==> src/rtl/mem_run_controller_if.sv <==
// Signal bundle between the run controller, the UART command decoder, the memory manager
// and the UART transmitter. The controller uses the master view; the environment uses slave.
interface mem_run_controller_if #(
    parameter int unsigned ADDR_W   = 8,
    parameter int unsigned DATA_W   = 16,
    parameter int unsigned PARAMS_W = 32,
    parameter int unsigned CTR_W    = 16
);
    logic                       cmd_start;
    logic                       cmd_stop;
    logic [PARAMS_W-1:0]        cmd_params;
    logic [CTR_W-1:0]           cmd_word_count;
    logic                       run;
    logic [PARAMS_W-1:0]        mem_params;
    logic [ADDR_W+DATA_W-1:0]   mem_received_num;
    logic                       mem_valid;
    logic                       mem_overrun;
    logic                       mem_ack;
    logic [ADDR_W+DATA_W-1:0]   tx_data;
    logic                       tx_valid;
    logic                       tx_ready;
    logic                       busy;
    logic                       done;
    logic                       error;
    logic [CTR_W-1:0]           words_forwarded;

    modport master (
        input  cmd_start, cmd_stop, cmd_params, cmd_word_count,
        input  mem_received_num, mem_valid, mem_overrun, tx_ready,
        output run, mem_params, mem_ack, tx_data, tx_valid,
        output busy, done, error, words_forwarded
    );

    modport slave (
        output cmd_start, cmd_stop, cmd_params, cmd_word_count,
        output mem_received_num, mem_valid, mem_overrun, tx_ready,
        input  run, mem_params, mem_ack, tx_data, tx_valid,
        input  busy, done, error, words_forwarded
    );
endinterface

==> src/rtl/mem_run_controller.sv <==
// Sequences one memory-manager test run: settle, enable, collect and forward received
// numbers through a one-entry holding buffer, then drain and report status.
module mem_run_controller #(
    parameter int unsigned ADDR_W        = 8,
    parameter int unsigned DATA_W        = 16,
    parameter int unsigned PARAMS_W      = 32,
    parameter int unsigned CTR_W         = 16,
    parameter int unsigned SETTLE_CYCLES = 4,
    parameter int unsigned DISCARD_FIRST = 1
) (
    input logic                  clk,
    input logic                  rst,
    mem_run_controller_if.master bus
);
    localparam int unsigned MSG_W = ADDR_W + DATA_W;
    localparam int unsigned SET_W = $clog2(SETTLE_CYCLES + 1);

    localparam logic [1:0] S_IDLE   = 2'd0;
    localparam logic [1:0] S_SETTLE = 2'd1;
    localparam logic [1:0] S_RUN    = 2'd2;
    localparam logic [1:0] S_DRAIN  = 2'd3;

    logic [1:0]          state_q, state_d;
    logic [SET_W-1:0]    settle_q, settle_d;
    logic                first_q, first_d;
    logic [CTR_W-1:0]    count_q, count_d;
    logic [CTR_W-1:0]    fwd_q, fwd_d;
    logic [PARAMS_W-1:0] params_q, params_d;
    logic [MSG_W-1:0]    txd_q, txd_d;
    logic                txv_q, txv_d;
    logic                run_q, run_d;
    logic                ack_q, ack_d;
    logic                done_q, done_d;
    logic                err_q, err_d;

    logic                hs;
    logic                capture;
    logic                drop;
    logic                count_hit;
    logic [CTR_W-1:0]    fwd_inc;

    assign hs = txv_q && bus.tx_ready;
    // The buffer may be refilled in the same cycle it is being handed off.
    assign capture = (state_q == S_RUN) && bus.mem_valid && !ack_q && (!txv_q || hs);
    assign drop = first_q && (DISCARD_FIRST != 0);
    assign fwd_inc = (&fwd_q) ? fwd_q : fwd_q + CTR_W'(1);
    assign count_hit = hs && (count_q != '0) && (fwd_inc == count_q);

    always_comb begin
        state_d  = state_q;
        settle_d = settle_q;
        first_d  = first_q;
        count_d  = count_q;
        fwd_d    = fwd_q;
        params_d = params_q;
        txd_d    = txd_q;
        txv_d    = txv_q;
        run_d    = run_q;
        ack_d    = capture;
        done_d   = 1'b0;
        err_d    = err_q;

        if (hs) begin
            fwd_d = fwd_inc;
            txv_d = 1'b0;
        end
        if (capture) begin
            first_d = 1'b0;
            if (!drop) begin
                txd_d = bus.mem_received_num;
                txv_d = 1'b1;
            end
        end

        case (state_q)
            S_IDLE: begin
                if (bus.cmd_start) begin
                    params_d = bus.cmd_params;
                    count_d  = bus.cmd_word_count;
                    err_d    = 1'b0;
                    fwd_d    = '0;
                    first_d  = 1'b1;
                    settle_d = SET_W'(SETTLE_CYCLES);
                    state_d  = S_SETTLE;
                end
            end
            S_SETTLE: begin
                if (bus.cmd_stop) begin
                    state_d = S_DRAIN;
                end else if (settle_q == SET_W'(1)) begin
                    run_d   = 1'b1;
                    state_d = S_RUN;
                end else begin
                    settle_d = settle_q - SET_W'(1);
                end
            end
            S_RUN: begin
                if (count_hit || bus.cmd_stop || bus.mem_overrun) begin
                    run_d   = 1'b0;
                    state_d = S_DRAIN;
                    if (bus.mem_overrun) begin
                        err_d = 1'b1;
                    end
                end
            end
            S_DRAIN: begin
                if (!txv_q) begin
                    done_d  = 1'b1;
                    state_d = S_IDLE;
                end
            end
            default: state_d = S_IDLE;
        endcase
    end

    always_ff @(posedge clk or posedge rst) begin
        if (rst) begin
            state_q  <= S_IDLE;
            settle_q <= '0;
            first_q  <= 1'b1;
            count_q  <= '0;
            fwd_q    <= '0;
            params_q <= '0;
            txd_q    <= '0;
            txv_q    <= 1'b0;
            run_q    <= 1'b0;
            ack_q    <= 1'b0;
            done_q   <= 1'b0;
            err_q    <= 1'b0;
        end else begin
            state_q  <= state_d;
            settle_q <= settle_d;
            first_q  <= first_d;
            count_q  <= count_d;
            fwd_q    <= fwd_d;
            params_q <= params_d;
            txd_q    <= txd_d;
            txv_q    <= txv_d;
            run_q    <= run_d;
            ack_q    <= ack_d;
            done_q   <= done_d;
            err_q    <= err_d;
        end
    end

    assign bus.run             = run_q;
    assign bus.mem_params      = params_q;
    assign bus.mem_ack         = ack_q;
    assign bus.tx_data         = txd_q;
    assign bus.tx_valid        = txv_q;
    assign bus.busy            = (state_q != S_IDLE);
    assign bus.done            = done_q;
    assign bus.error           = err_q;
    assign bus.words_forwarded = fwd_q;
endmodule

==> src/flat_wrapper.sv <==
// flat-port wrapper written by rule: the top's interface ports become plain ports
module mem_run_controller_flat 
#(
    parameter int unsigned ADDR_W        = 8,
    parameter int unsigned DATA_W        = 16,
    parameter int unsigned PARAMS_W      = 32,
    parameter int unsigned CTR_W         = 16,
    parameter int unsigned SETTLE_CYCLES = 4,
    parameter int unsigned DISCARD_FIRST = 1
)
  (clk, rst, bus_cmd_start, bus_cmd_stop, bus_cmd_params, bus_cmd_word_count, bus_mem_received_num, bus_mem_valid, bus_mem_overrun, bus_tx_ready, bus_run, bus_mem_params, bus_mem_ack, bus_tx_data, bus_tx_valid, bus_busy, bus_done, bus_error, bus_words_forwarded);
  mem_run_controller_if #(.ADDR_W(ADDR_W), .DATA_W(DATA_W), .PARAMS_W(PARAMS_W), .CTR_W(CTR_W)) bus_i ();
  input logic clk;
  input logic rst;
  input wire logic [$bits(bus_i.cmd_start)-1:0] bus_cmd_start;
  input wire logic [$bits(bus_i.cmd_stop)-1:0] bus_cmd_stop;
  input wire logic [$bits(bus_i.cmd_params)-1:0] bus_cmd_params;
  input wire logic [$bits(bus_i.cmd_word_count)-1:0] bus_cmd_word_count;
  input wire logic [$bits(bus_i.mem_received_num)-1:0] bus_mem_received_num;
  input wire logic [$bits(bus_i.mem_valid)-1:0] bus_mem_valid;
  input wire logic [$bits(bus_i.mem_overrun)-1:0] bus_mem_overrun;
  input wire logic [$bits(bus_i.tx_ready)-1:0] bus_tx_ready;
  output wire logic [$bits(bus_i.run)-1:0] bus_run;
  output wire logic [$bits(bus_i.mem_params)-1:0] bus_mem_params;
  output wire logic [$bits(bus_i.mem_ack)-1:0] bus_mem_ack;
  output wire logic [$bits(bus_i.tx_data)-1:0] bus_tx_data;
  output wire logic [$bits(bus_i.tx_valid)-1:0] bus_tx_valid;
  output wire logic [$bits(bus_i.busy)-1:0] bus_busy;
  output wire logic [$bits(bus_i.done)-1:0] bus_done;
  output wire logic [$bits(bus_i.error)-1:0] bus_error;
  output wire logic [$bits(bus_i.words_forwarded)-1:0] bus_words_forwarded;
  assign bus_i.cmd_start = bus_cmd_start;
  assign bus_i.cmd_stop = bus_cmd_stop;
  assign bus_i.cmd_params = bus_cmd_params;
  assign bus_i.cmd_word_count = bus_cmd_word_count;
  assign bus_i.mem_received_num = bus_mem_received_num;
  assign bus_i.mem_valid = bus_mem_valid;
  assign bus_i.mem_overrun = bus_mem_overrun;
  assign bus_i.tx_ready = bus_tx_ready;
  assign bus_run = bus_i.run;
  assign bus_mem_params = bus_i.mem_params;
  assign bus_mem_ack = bus_i.mem_ack;
  assign bus_tx_data = bus_i.tx_data;
  assign bus_tx_valid = bus_i.tx_valid;
  assign bus_busy = bus_i.busy;
  assign bus_done = bus_i.done;
  assign bus_error = bus_i.error;
  assign bus_words_forwarded = bus_i.words_forwarded;
  mem_run_controller #(.ADDR_W(ADDR_W), .DATA_W(DATA_W), .PARAMS_W(PARAMS_W), .CTR_W(CTR_W), .SETTLE_CYCLES(SETTLE_CYCLES), .DISCARD_FIRST(DISCARD_FIRST)) u_core (.clk(clk), .rst(rst), .bus(bus_i));
endmodule
==> config.mk <==
export PLATFORM = sky130hd
export DESIGN_NAME = mem_run_controller_flat
export DESIGN_NICKNAME = d
export VERILOG_FILES = /design/src/rtl/mem_run_controller_if.sv /design/src/rtl/mem_run_controller.sv /design/src/flat_wrapper.sv
export SDC_FILE = /design/constraint.sdc
export NUM_CORES = 1
export LEC_CHECK = 0
export ABC_AREA = 1
export CAP_MARGIN = 10
export CELL_PAD_IN_SITES_DETAIL_PLACEMENT = 1
export CELL_PAD_IN_SITES_GLOBAL_PLACEMENT = 1
export CORE_MARGIN = 2
export CORE_UTILIZATION = 30
export CTS_CLUSTER_DIAMETER = 40
export DETAILED_ROUTE_END_ITERATION = 8
export GPL_TIMING_DRIVEN = 0
export PLACE_DENSITY = 0.8
export SYNTH_ARGS = -nofsm -noshare
export SYNTH_HDL_FRONTEND = slang
export SYNTH_SLANG_ARGS = --single-unit
==> constraint.sdc <==
create_clock -name clk -period 4.8 [get_ports clk]
set_input_delay 1.44 -clock clk [delete_from_list [all_inputs] [get_ports clk]]
set_output_delay 1.44 -clock clk [all_outputs]
set_load 0.005 [all_outputs]
==> flow_summary.yaml <==
route:
  viasPerCell: 4.57
  route.detailed.drc: 0
  drtPass1Iterations: 4
  ant_nets: 0
  wire_per_inst_um: 15.0
  vias: 4413
  drt-initial-drc-count: 157
  wirelength_um: 14500
global_route:
  grt_pass1_wl_um: 23400
  use_met3_pct: 4.80
  grt_most_used_layer: "met2"
  grt_pass1_vias: 4606
  grt_usage_pct: 17.8
  grt_antenna_before_repair: 1
  gr-total-overflow: 0
  grtUsageMet2_pct: 29.3
  grt_util_met1_pct: 22.5
  grt_max_degree: 67
power:
  clockPowerShare_pct: 18.0
  p_per_area_mw_per_mm2: 591
  internal_power_mw: 2.59
  switching_power_mw: 1.54
  seqPwrFrac_pct: 36.8
  pwr-share-comb_pct: 45.2
  total_power_mw: 4.13
  vdd_ir_drop_max_uv: 242
  p_leak_nw: 3.33
  p_sw_share_pct: 37.3
clock_network:
  clkTransAtPathRegs_ps: 80
  clock_path_buffers: 2
  cts-htree-levels: 3
  cts-root-buf: "clkbuf_16"
  cts_tree: "yes"
  cts-resized-gates: 0
  cts_num_sinks: 99
  ctsHoldBuffers: 0
  insertion_delay_ps: 360
  cts_setup_buffers: 0
  numCtsBuffers: 9
synth:
  yosysTopAreaCell: "dfrtp_1"
  syn_avg_cell_area_um2: 8.35
  syn_nets: 663
  muxShareOfSynthArea_pct: 5.61
  synth_fa_ha_area_share_pct: 1.82
  ys_top_cells_by_area: "dfrtp_1 51%, nand2_1 17%, mux2_2 5.6%"
  syn_area_mm2: 0.00482
  synth_seq_cells: 99
  synth_top_area_share_pct: 50.9
  yosys_warnings: 0
  syn_inst: 577
  synth-compound-area-share_pct: 6.57
  synth_top_family_by_area: "simple AND/OR/NAND/NOR gates"
  synth.distinct_cells: 30
  yosysSeqAreaShare_pct: 51.5
  synth_xor_area_share_pct: 1.09
  synth-simple-area-share_pct: 27.0
setup_path:
  worstPathMaxFanout: 10
  crit_required_ps: 5050
  regToRegSetupSlack_ps: 2250
  startpoint_type: "input pin"
  crit_family: "buffers and inverters"
  crit_type: "input pin to flip-flop"
  crit_chain: "clkdlybuf4s50_1 > nor2_1 > inv_1 > nand2_1 > or2_2 > clkbuf_1 > buf_1 > mux2_2"
  crit_path_max_incr_delay_ps: 500
  arrival_ps: 3460
  slowest_stage: "buf_1"
  cp-end-kind: "flip-flop"
  cp_num_buf_inv: 4
timing:
  rsz0062_at_grt: "false"
  setup_viol_count_final: 0
  worstMarginPinSlew_ps: 579
  hold_violations: 0
  fin_crit_ps: 3210
  maxSlewHeadroom_pct: 61.4
  fin_crit_sh_pct: 66.8
  fin_worst_skew_ps: 7.73
  max_freq_mhz: 312
  drv_slew: 0
  setup_slack_ps: 1590
floorplanning:
  die_w_um: 131
  die_h_um: 131
  rows: 46
  io_pins: 157
  core_area_mm2: 0.0158
  die-area_mm2: 0.0171
  initial_core_util_pct: 30.5
layout:
  antenna_cells: 0
  syn2layout_area_growth_pct: 44.9
  final_common_cell: "nand2_1"
  drive_gt1_share_pct: 8.53
  finalNetCount: 831
  layout_common_cells: "221 x nand2_1, 156 x clkdlybuf4s50_1, 98 x dfrtp_1"
min_path:
  min_path_type: "flip-flop to flip-flop"
job:
  maxCapViolCount: 0
placed_design:
  place_ws_ps: 1170
  place_hpwl_um: 11200
  port_buffers: 156
  gp_congestion: 0.819
run_status:
  status: "complete, no violations"
[final timing paths]
check,from,end,cells after the start
setup reg to reg,u_core.bus.words_forwarded[1],u_core.state_q[1],17
min in group asynchronous,rst,u_core.bus.tx_data[11],2
max in group asynchronous,rst,u_core.bus.mem_params[5],3
hold reg to reg,u_core.drop,u_core.drop,2
hold / removal,u_core.drop,u_core.drop,2
setup / recovery,bus_tx_ready,u_core.bus.tx_data[16],8
[Yosys cell counts]
master and instances:
o211ai_1 11, clkbuf_1 15, o21ai_0 28, nor2_4 3
nand4_1 13, nand2_1 221, nand2_4 1, a21oi_1 6
nor3_1 1, a22oi_1 1, clkinv_1 1, inv_2 2
ha_1 7, xnor2_1 1, or2_2 2, nand3_2 3
nor2_2 3, o21bai_1 5, nor2_1 27, xor2_1 5
mux2_2 24, buf_6 2, nand2_2 5, buf_1 2
o21ai_1 2, nand3_1 29, dfstp_2 1, o32ai_1 1
dfrtp_1 98, inv_1 57
[power by group through the flow]
stage                     sequential [mW]  combinational, mW  clock [mW]
after detailed placement             1.53               1.89           0
after global placement               1.51               1.84           0
after CTS                            1.52               1.90       0.768
final                                1.52               1.87       0.745
after floorplan                      1.50              0.894           0
after global routing                 1.57               2.11       0.803
[cells by family after synthesis]
logic type               Yosys count
AO/OA/AOI/OAI                     54
XOR/XNOR                           6
adder cells (fa/ha/maj)            7
flip-flops                        99
AND/OR/NAND/NOR                  308
buffers and inverters             79
multiplexers                      24
[sequential cells by signal, summed over array words and instances, names as in the netlist]
name	cells
u_core.bus.mem_params	32
u_core.bus.tx_data	24
u_core.bus.words_forwarded	16
u_core.count_q	16
u_core.settle_q	3
u_core.state_q	2
u_core.bus.done	1
u_core.bus.error	1
u_core.bus.mem_ack	1
u_core.bus.run	1
u_core.bus.tx_valid	1
u_core.drop	1
[through the flow]
step / hold WS [ps] / instances / TNS (ps) / cell area, um2 / utilization, %
floorplan: 439 / 577 / 0 / 4820 / -
global placement: 452 / 949 / -95580 / 6650 / 42.2
detailed placement: 460 / 950 / 0 / 6680 / 42.4
global route: 484 / 966 / 0 / 6980 / 44.3
finish: 471 / 966 / 0 / 6980 / 44.3
CTS: 473 / 966 / 0 / 6980 / 44.3
[metal layers]
metal,vias to the layer above,share of wire [%]
li1,2170,-
met1,2130,44
met2,99,49
met3,14,5.9
met4,0,1.9
met5,-,0
[final cells by class]
class | instances | area (um2)
Clock inverter | 7 | 76.3
Clock buffer | 9 | 225
Buffer | 19 | 86.3
Tap cell | 216 | 270
Fill cell | 1888 | 8790
Multi-Input combinational cell | 399 | 2030
Timing Repair Buffer | 157 | 1590
Inverter | 60 | 228
Sequential cell | 99 | 2480
[worst reg2reg max path, stage by stage, from the launching register on]
cell,delay [ps]
dfrtp_1,460
ha_1,340
nand2_2,100
nor2_4,180
nand2_4,100
nor2_4,200
inv_2,70
buf_6,140
nand3_2,60
nand3_1,90
nor2_1,90
nand2_1,50
nor2_1,110
nand2_1,110
nand2_2,130
nand3_2,90
nand2_1,70
nand2_1,50
No activity file was read; power rests on OpenSTA's default activity.
